===== config.mk =====
export PLATFORM = sky130hd
export DESIGN_NAME = clk_div_bank
export DESIGN_NICKNAME = d
export VERILOG_FILES = /design/src/rtl/clk_div_bank.sv
export SDC_FILE = /design/constraint.sdc
export NUM_CORES = 1
export LEC_CHECK = 0
export ABC_CLOCK_PERIOD_IN_PS = 13150
export CAP_MARGIN = 10
export CORE_MARGIN = 2
export CORE_UTILIZATION = 30
export CTS_CLUSTER_SIZE = 25
export DETAILED_ROUTE_END_ITERATION = 16
export MAX_ROUTING_LAYER = met4
export PLACE_DENSITY = 0.54
export SYNTH_ARGS = -nofsm -noshare
export SYNTH_HDL_FRONTEND = slang
export SYNTH_SLANG_ARGS = --single-unit

===== constraint.sdc =====
create_clock -name sys_clk -period 13.15 [get_ports sys_clk]
set_clock_uncertainty 0.15 [all_clocks]
set_input_delay 3.2875 -clock sys_clk [delete_from_list [all_inputs] [get_ports sys_clk]]
set_output_delay 3.2875 -clock sys_clk [all_outputs]
set_load 0.02 [all_outputs]

===== src/rtl/clk_div_bank.sv =====
// Multi-channel clock divider bank. Every channel has its own runtime-configurable
// divisor and enable. A new setting takes effect only at that channel's period
// boundary, and a shared sync strobe restarts all enabled channels in phase.
module clk_div_bank #(
  parameter int unsigned NCH = 3,
  parameter int unsigned DIV_W = 16,
  parameter logic [NCH*DIV_W-1:0] INIT_DIV = {16'd89, 16'd359, 16'd19},
  parameter logic [NCH-1:0] INIT_EN = 3'b111,
  localparam int unsigned CH_W = (NCH > 1) ? $clog2(NCH) : 1
) (
  input  logic             sys_clk,
  input  logic             sys_rst_n,
  input  logic             cfg_valid,
  output logic             cfg_ready,
  input  logic [CH_W-1:0]  cfg_ch,
  input  logic [DIV_W-1:0] cfg_div,
  input  logic             cfg_en,
  input  logic             sync_i,
  output logic [NCH-1:0]   clk_out,
  output logic [NCH-1:0]   tick,
  output logic [NCH-1:0]   busy
);

  localparam int unsigned DW1 = DIV_W + 1;

  logic [DIV_W-1:0] cnt      [NCH];
  logic [DIV_W-1:0] div_act  [NCH];
  logic [DIV_W-1:0] pend_div [NCH];
  logic [NCH-1:0]   en_act;
  logic [NCH-1:0]   pend;
  logic [NCH-1:0]   pend_en;

  logic [DIV_W-1:0] cnt_nx [NCH];
  logic [DIV_W-1:0] div_nx [NCH];
  logic [NCH-1:0]   en_nx;
  logic [NCH-1:0]   pend_nx;
  logic [NCH-1:0]   clk_nx;
  logic [NCH-1:0]   tick_nx;
  logic [NCH-1:0]   take;
  logic [NCH-1:0]   wrap;
  logic [NCH-1:0]   apply;
  logic [NCH-1:0]   restart;

  // A divisor of 0 (N=1) is illegal and is forced to 1 (N=2).
  function automatic logic [DIV_W-1:0] clamp_div(input logic [DIV_W-1:0] d);
    return (d == '0) ? DIV_W'(1) : d;
  endfunction

  // High time H = N>>1, computed one bit wider so that N = 2^DIV_W cannot overflow.
  function automatic logic [DIV_W:0] high_len(input logic [DIV_W-1:0] d);
    return ({1'b0, d} + DW1'(1)) >> 1;
  endfunction

  // Config slot lookup for the addressed channel. An out-of-range channel is never ready.
  always_comb begin
    cfg_ready = 1'b0;
    take      = '0;
    for (int unsigned i = 0; i < NCH; i++) begin
      if (cfg_ch == CH_W'(i)) begin
        cfg_ready = !pend[i];
        take[i]   = cfg_valid && !pend[i];
      end
    end
  end

  // Per-channel next state: wrap/sync/idle apply of pending config, then count or restart.
  always_comb begin
    wrap    = '0;
    apply   = '0;
    restart = '0;
    en_nx   = en_act;
    pend_nx = pend;
    clk_nx  = '0;
    tick_nx = '0;
    for (int unsigned i = 0; i < NCH; i++) begin
      cnt_nx[i]  = '0;
      wrap[i]    = en_act[i] && (cnt[i] == div_act[i]);
      apply[i]   = pend[i] && (wrap[i] || sync_i || !en_act[i]);
      div_nx[i]  = apply[i] ? pend_div[i] : div_act[i];
      en_nx[i]   = apply[i] ? pend_en[i] : en_act[i];
      restart[i] = en_nx[i] && (wrap[i] || sync_i || !en_act[i]);
      pend_nx[i] = take[i] || (pend[i] && !apply[i]);
      if (!en_nx[i]) begin
        cnt_nx[i]  = '0;
        clk_nx[i]  = 1'b0;
        tick_nx[i] = 1'b0;
      end else if (restart[i]) begin
        cnt_nx[i]  = '0;
        clk_nx[i]  = 1'b1;
        tick_nx[i] = 1'b1;
      end else begin
        cnt_nx[i]  = cnt[i] + DIV_W'(1);
        clk_nx[i]  = ({1'b0, cnt_nx[i]} < high_len(div_nx[i]));
        tick_nx[i] = 1'b0;
      end
    end
  end

  // State and output registers. Reset preloads cnt=div so that the first edge wraps.
  always_ff @(posedge sys_clk or negedge sys_rst_n) begin
    if (!sys_rst_n) begin
      for (int unsigned i = 0; i < NCH; i++) begin
        cnt[i]      <= clamp_div(INIT_DIV[i*DIV_W +: DIV_W]);
        div_act[i]  <= clamp_div(INIT_DIV[i*DIV_W +: DIV_W]);
        pend_div[i] <= '0;
      end
      en_act  <= INIT_EN;
      pend    <= '0;
      pend_en <= '0;
      clk_out <= '0;
      tick    <= '0;
    end else begin
      for (int unsigned i = 0; i < NCH; i++) begin
        cnt[i]     <= cnt_nx[i];
        div_act[i] <= div_nx[i];
        if (take[i]) begin
          pend_div[i] <= clamp_div(cfg_div);
          pend_en[i]  <= cfg_en;
        end
      end
      en_act  <= en_nx;
      pend    <= pend_nx;
      clk_out <= clk_nx;
      tick    <= tick_nx;
    end
  end

  assign busy = pend;

endmodule


## Word-level counts from Yosys, hierarchy flattened

Index checks and enable logic that the tools add are counted.

| word-level totals | value |
|---|---|
| RAM bits | 0 |
| memories kept | 0 |
| word-level logic and storage cells | 96 |
| latch bits | 0 |
| output and inout bits | 10 |
| bits in registers | 159 |
| bits of input ports | 23 |
| memory bits (read-only) | 0 |

| operators by class | value |
|---|---|
| mux-type cells | 31 |
| reduce and logical (&&, ||, !) cells | 35 |
| bitwise operators | 0 |
| multipliers | 0 |
| shift-type cells | 0 |
| order comparisons | 3 |
| equality and inequality tests | 5 |
| $add $sub $neg | 6 |
| div/mod/pow operators | 0 |

Operators by type and width:

| kind | count |
|---|---|
| $mux W16 | 10 |
| $add A16 B1 Y17 const B | 3 |
| $add A16 B1 Y16 const B | 3 |
| $eq A16 B16 Y1 | 3 |
| $lt A16 B16 Y1 | 3 |
| $mux W1 | 21 |
| $logic_not A16 Y1 | 1 |
| $logic_and A1 B1 Y1 | 15 |
| $logic_not A1 Y1 | 9 |
| $logic_or A1 B1 Y1 | 9 |
| $eq A2 B1 Y1 const B | 1 |
| $eq A2 B2 Y1 const B | 1 |
| $logic_not A2 Y1 | 1 |

## Longest topological paths before layout

Gate-level depths: netlist (run 1).

| depth | value |
|---|---|
| depth in word-level cells | 10 |
| gate-level depth with buffers | 22 |
| mapped depth without buffers | 20 |

## Least setup slack after synthesis (run 1)

No wires, ideal clock.

| timing path | value |
|---|---|
| path type | input to output |
| start point | in cfg_ch[0] |
| end point | out cfg_ready |
| slack | 5.759 ns |
| arrival | 3.954 ns |
| path buffers | 0 |
| stages on the path | 2 |
| data required time | 9.712 ns |
| cells stage by stage | mux2_2 > o22ai_1 |

| on the way | value |
|---|---|
| longest elaborated chain between the ends | 4 |
| elaborated cells on any way between the ends | 6 |
| those cells by class | eq/ne (2); mux (3); reduce/logical (1) |

RTL lines:

| item | RTL line | RTL |
|---|---|---|
| start, declared | 15 | `input logic [CH_W-1:0] cfg_ch,` |
| $logic_not A2 Y1 | 59 | `if (cfg_ch == CH_W'(i)) begin` |
| $mux W1 (2 in series) | 59 |  |
| $mux W1 * | 59 |  |
| end, declared | 14 | `output logic cfg_ready,` |

Every way passes the cells marked *; elsewhere a longest branch is shown, timed or not.

## Worst setup path in the final report (run 1)

Same ends and word-level chain as after synthesis.

==> results.py, run 1 <==
metrics = {
    "outcome": {
        "status": "completed",
    },
    "sta": {
        "setup_tns_ps": 0,
        "slew_viol_final": 0,
        "finalCriticalPeriod_ps": 8425,
        "rsz0062_at_grt": "false",
        "worstMarginPinSlew_ps": 997.2,
        "worst_hold_slack_ps": 365.2,
        "setup_viol": 0,
        "hold_viol": 0,
        "finalCritPeriodShare": 0.6407,
        "setup_ws_ps": 4725,
        "slew_headroom": 0.3352,
        "fmax_mhz": 118.7,
    },
    "route": {
        "drc": 0,
        "ant_nets": 0,
        "drt-pass1-iter-count": 5,
        "routed_wl_mm": 22.84,
        "vias": 6689,
        "dr.first_iter.drc_count": 374,
        "avgRoutedWirePerCell_um": 16.76,
        "vias_per_cell": 4.908,
    },
    "grt": {
        "antenna_found_initial": 0,
        "grt-ovfl-total": 0,
        "grt_max_degree": 78,
        "grt_usage": 0.1496,
        "grt_pass1_wl_mm": 37.47,
        "grt_pass1_vias": 6717,
    },
    "clock_tree": {
        "cts-root-buf": "clkbuf_16",
        "ctsResizeCount": 0,
        "clk_pin_slew_ps": 60,
        "numCtsBuffers": 17,
        "cts_hold_buf": 0,
        "cts.sinks": 159,
        "clock_latency_ps": 440,
        "htree_levels": 4,
        "cts_setup_buffers": 0,
        "cts.path.max_buffers": 2,
        "cts_tree": "done",
    },
    "synth": {
        "synthArstFlopShare": 1.000,
        "syn_nets": 984,
        "netlist_area_um2": 9482,
        "yosys_most_used_dff": "dfrtp_1",
        "yosysWarnings": 0,
        "yosysSeqAreaShare": 0.4235,
        "ys_types": 57,
        "synth_top_area_frac": 0.3431,
        "synth_enable_flop_cells": 0,
        "synth_seq_cells": 159,
        "yosys.area.top_type": "dfrtp_1",
        "postSynthCellCount": 910,
        "synth_area_per_cell_um2": 10.42,
        "synth.area.top_cells": "dfrtp_1 34%, mux2_2 9.1%, dfstp_2 8.0%, xor2_1 7.7%, ha_1 6.7%",
    },
    "pwr": {
        "ir_worst_vdd_mv": 0.1195,
        "seqPwrFrac": 0.420,
        "switching_share": 0.3609,
        "p_sw_mw": 0.6785,
        "power_density_nw_per_um2": 172.8,
        "pwr-share-comb": 0.306,
        "power_mw": 1.880,
        "p_leak_nw": 4.921,
        "p_int_mw": 1.202,
        "clockPowerShare": 0.275,
    },
    "layout": {
        "stdcell_count": 1363,
        "diodes": 0,
        "nNetsFinal": 1022,
        "area_delta_synth_final_pct": 14.78,
        "num-fill-cells": 3139,
        "final_area_um2": 10880,
        "layout-drive-gt1-share": 0.1748,
        "postLayoutCoreUtil": 0.3476,
        "regArea_um2": 4015,
        "multi_input_comb_area_um2": 5273,
    },
    "setup_path": {
        "slowest_delay_ps": 630,
        "cp_common_cell": "clkdlybuf4s50_1",
        "critPathMaxFanout": 5,
        "cp_slowest_cell": "clkdlybuf4s50_1",
        "crit_path_end_kind": "output pin",
        "critPathLaunchType": "input port",
        "cp.arrival_ps": 4990,
        "cp_cell_sequence": "clkdlybuf4s50_1, mux2_2, o22ai_1, clkdlybuf4s50_1",
        "r2r_setup_slack_ps": 8080,
        "cp_data_required_time_ps": 9710,
        "critPathKind": "in2out",
    },
    "place": {
        "place_area_um2": 10270,
        "buffer_ports.inserted": 32,
        "gp_congestion": 0.7923,
        "post-dp-hpwl_mm": 17.05,
        "dp_cells": 1331,
        "pre_cts_ws_ps": 4738,
    },
    "floorplanning": {
        "core_um2": 31310,
        "ios": 33,
        "die-height_um": 181.8,
        "initial_core_util": 0.3028,
        "die_w_um": 181.8,
        "dieArea_um2": 33040,
        "row_count": 65,
    },
    "min_path": {
        "min_path_type": "reg2reg",
    },
    "flow_run": {
        "cap_viol_max_count": 0,
    },
}
## state kept, by name (all words and copies together) (netlist names)
signal and flops:
pend_div 48, clk_out 3, pend_en 3, div_act 48, en_act 3, cnt 48, busy 3, tick 3
## layout by cell type (no fill, tap or decap), drive strengths merged, types with 4 or more instances in the layout
| master | Yosys | final |
|---|---|---|
| nand4 | 15 | 15 |
| a21oi | 24 | 24 |
| dfrtp | 130 | 130 |
| clkbuf | 9 | 18 |
| nor2b | 9 | 9 |
| ha | 51 | 51 |
| a41oi | 4 | 4 |
| nor2 | 46 | 46 |
| o21a | 6 | 6 |
| nor3b | 5 | 5 |
| mux2 | 77 | 77 |
| clkdlybuf4s50 | 0 | 31 |
| xor2 | 83 | 83 |
| buf | 13 | 10 |
| and2 | 21 | 21 |
| xnor2 | 46 | 46 |
| nand2 | 90 | 90 |
| inv | 25 | 33 |
| a21o | 15 | 15 |
| a21boi | 6 | 6 |
| mux2i | 24 | 24 |
| nor4 | 16 | 16 |
| nand2b | 7 | 7 |
| and3 | 43 | 43 |
| nor3 | 14 | 14 |
| nand3 | 44 | 44 |
| dfstp | 29 | 29 |
| o21ai | 26 | 26 |
## worst max-delay path, delay by kind of cell
| family | cells | cell delay (ps) |
|---|---|---|
| AOI/OAI and AO/OA | 1 | 130 |
| muxes | 1 | 360 |
| buffers and inverters | 2 | 1210 |
## power by group through the flow
| stage | sequential (mW) | clock (mW) | combinational [mW] |
|---|---|---|---|
| floorplan | 0.749 | 0 | 0.432 |
| global placement | 0.797 | 0 | 0.570 |
| detailed placement | 0.798 | 0 | 0.580 |
| CTS | 0.790 | 0.533 | 0.584 |
| global route | 0.813 | 0.554 | 0.650 |
| finish | 0.790 | 0.516 | 0.574 |
## synthesized netlist by cell type (4+ instances only)
cell,count
nor4_1,13
dfrtp_1,130
nand4_1,15
nor3b_1,4
and2_1,21
buf_2,5
nor2_1,46
nor2b_1,9
and3_1,43
nand3_1,44
clkbuf_1,9
ha_1,51
xor2_1,83
nand2_1,90
a21oi_1,24
dfstp_2,29
o21ai_0,25
mux2_2,77
mux2i_1,24
a21o_1,15
nand2b_1,7
xnor2_1,46
buf_6,4
nor3_1,13
inv_1,25
o21a_1,6
## worst paths after layout
kind,from,to,cells past startpoint
min in group asynchronous,sys_rst_n,cnt[19],1
max in group asynchronous,sys_rst_n,cnt[7],3
hold / removal,pend_div[15],pend_div[15],1
hold reg to reg,pend_div[15],pend_div[15],1
setup / recovery,cfg_ch[0],cfg_ready,4
setup reg to reg,div_act[10],clk_out[2],21
## routing by layer
metal  global-route usage  vias to the layer above  part of all wire
met2               0.2202                       89              0.44
met1               0.2092                     3298              0.51
met3              0.02607                       23             0.030
met4              0.04650                        0             0.016
met5                    -                        -                 0
li1                     -                     3279                 -
## cells by family after synthesis
| family | count (synthesis) | share of synthesized area |
|---|---|---|
| AND/OR/NAND/NOR | 324 | 0.1768 |
| flip-flops | 159 | 0.4235 |
| XOR/XNOR | 129 | 0.1192 |
| multiplexers | 101 | 0.1168 |
| AO/OA/AOI/OAI | 99 | 0.07324 |
| adder cells (fa/ha/maj) | 51 | 0.06730 |
| buffers and inverters | 47 | 0.02322 |
## layout make-up
type | instances | area share
Multi-Input combinational cell | 704 | 0.4845
Sequential cell | 159 | 0.3689
Tap cell | 402 | 0.04622
Clock buffer | 18 | 0.04035
Timing Repair Buffer | 41 | 0.03576
Clock inverter | 14 | 0.01564
Inverter | 25 | 0.008623
(Power assumes the default switching activity.)
==> run 2, diff against run 1 <==
Settings changed: ABC_CLOCK_PERIOD_IN_PS 13150 to 8400.
Clock period 13.15 ns to 8.4 ns, I/O delays scaled along.
==> run 2 against run 1 <==
Routed wire length is 2.8% higher. Power is 57% higher. Critical path type is now in2reg. Flip-flop and latch count stayed put. Die area stayed put. Clock-buffer cell count is 1 higher. Highest routed layer unchanged. Clock power is 55% higher. Final cell count hardly changed. Critical path depth is 15 higher.
==> results.py, run 2 (same netlist as run 1, synthesis figures left out) <==
metrics = {
    "route": {
        "vias_per_cell": 4.955,
        "routed_wl_mm": 23.47,
        "dr.first_iter.drc_count": 416,
        "vias": 6749,
        "avgRoutedWirePerCell_um": 17.23,
        "ant_nets": 0,
        "drt-pass1-iter-count": 5,
        "drc": 0,
    },
    "floorplanning": {
        "die_w_um": 181.8,
        "ios": 33,
        "dieArea_um2": 33040,
        "die-height_um": 181.8,
        "row_count": 65,
        "core_um2": 31310,
        "initial_core_util": 0.3028,
    },
    "sta": {
        "setup_viol": 0,
        "hold_viol": 0,
        "slew_headroom": 0.3288,
        "finalCriticalPeriod_ps": 6197,
        "worst_hold_slack_ps": 359.6,
        "fmax_mhz": 161.4,
        "finalCritPeriodShare": 0.7378,
        "setup_tns_ps": 0,
        "slew_viol_final": 0,
        "worstMarginPinSlew_ps": 1007,
        "rsz0062_at_grt": "false",
    },
    "place": {
        "post-dp-hpwl_mm": 17.42,
        "buffer_ports.inserted": 32,
        "gp_congestion": 0.8279,
    },
    "setup_path": {
        "critPathMaxFanout": 21,
        "cp_data_required_time_ps": 8610,
        "critPathKind": "in2reg",
        "critPathLaunchType": "input port",
        "cp.arrival_ps": 6410,
        "crit_path_end_kind": "flop",
        "reg2reg_depth": 20,
    },
    "layout": {
        "layout_common_cells": "130 x dfrtp_1, 90 x nand2_1, 83 x xor2_1",
        "area_delta_synth_final_pct": 14.57,
        "top_regs": "cnt x48, div_act x48, pend_div x48",
        "regArea_um2": 4015,
        "layout_commonest_cell": "dfrtp_1",
        "num-fill-cells": 3141,
        "multi_input_comb_area_um2": 5273,
        "diodes": 0,
        "layout-drive-gt1-share": 0.1729,
        "nNetsFinal": 1021,
    },
    "clock_tree": {
        "cts_hold_buf": 0,
        "cts-root-buf": "clkbuf_16",
        "numCtsBuffers": 17,
        "htree_levels": 4,
        "cts.path.max_buffers": 2,
        "cts_setup_buffers": 0,
        "cts.sinks": 159,
        "ctsResizeCount": 0,
        "clk_pin_slew_ps": 80,
        "clock_latency_ps": 430,
        "cts_tree": "done",
    },
    "grt": {
        "grtUsageMet3": 0.02327,
        "grt_max_degree": 83,
        "grt-ovfl-total": 0,
        "grt.busiest_layer": "met2",
        "grtUsageMet2": 0.2291,
        "antenna_found_initial": 1,
        "grt_usage": 0.1531,
        "grt_pass1_vias": 7048,
        "grt_use_met1": 0.2147,
        "grt_pass1_wl_mm": 38.51,
    },
    "pwr": {
        "power_density_nw_per_um2": 272.1,
        "power_mw": 2.955,
        "p_leak_nw": 4.903,
        "ir_worst_vdd_mv": 0.1482,
    },
    "min_path": {
        "min_path_type": "reg2reg",
        "hold_depth": 2,
    },
    "outcome": {
        "status": "completed",
    },
    "flow_run": {
        "cap_viol_max_count": 0,
    },
}
## run 2: cell types whose count changed in the layout (fill, tap and decap cells not counted), sizes merged
cell,before,now
inv,33,30
clkinvlp,1,3
buf,10,9
clkbuf,18,19
## run 2: final timing paths
kind / endpoint / slack [ps] / startpoint
worst max-delay path: clk_out[2] / 2200 / sync_i
worst min-delay path: div_act[22] / 360 / div_act[22]
worst max register to register: clk_out[2] / 3320 / div_act[10]
worst min register to register: div_act[22] / 360 / div_act[22]
max in group asynchronous: div_act[39] / 5010 / sys_rst_n
min in group asynchronous: div_act[20] / 1590 / sys_rst_n
## run 2: cell type report
| cell class | instances | share of cell area |
|---|---|---|
| Clock buffer | 19 | 0.04077 |
| Inverter | 25 | 0.008639 |
| Multi-Input combinational cell | 704 | 0.4854 |
| Clock inverter | 13 | 0.01417 |
| Sequential cell | 159 | 0.3696 |
| Tap cell | 402 | 0.04630 |
| Timing Repair Buffer | 40 | 0.03513 |
## run 2: per-stage QoR
| step | setup slack (ps) | util | area [um^2] | cells |
|---|---|---|---|---|
| floorplan | 2933 | - | 9482 | 910 |
| global placement | 1841 | 0.3279 | 10270 | 1330 |
| detailed placement | 1741 | 0.3279 | 10270 | 1330 |
| CTS | 2167 | 0.3469 | 10860 | 1362 |
| global route | 1728 | 0.3469 | 10860 | 1362 |
| finish | 2203 | 0.3469 | 10860 | 1362 |
## run 2: where the power goes
group          switching (mW)  internal [mW]
logic                   0.481          0.428
registers               0.250          0.997
clock network           0.347          0.453
total                    1.08           1.88
## run 2: metal layers
layer  vias to the layer above  routed length, um
met5                         -                  0
met4                         0                384
met3                        25                680
met2                       116              10520
met1                      3331              11880
li1                       3277                  -
## run 2: worst max-delay path, cell delays in order
cell and delay, ps:
clkdlybuf4s50_1 770, a41oi_2 200, a21boi_4 630, mux2_2 290
ha_1 260, nand3_1 100, nor2_1 210, nand2_1 100
xor2_1 150, nor2_1 90, a21oi_1 50, ha_1 320
a21o_1 180, a21o_1 160, a21oi_1 190, nand2_1 100
a211oi_1 230, o21ai_0 120, a21oi_1 140
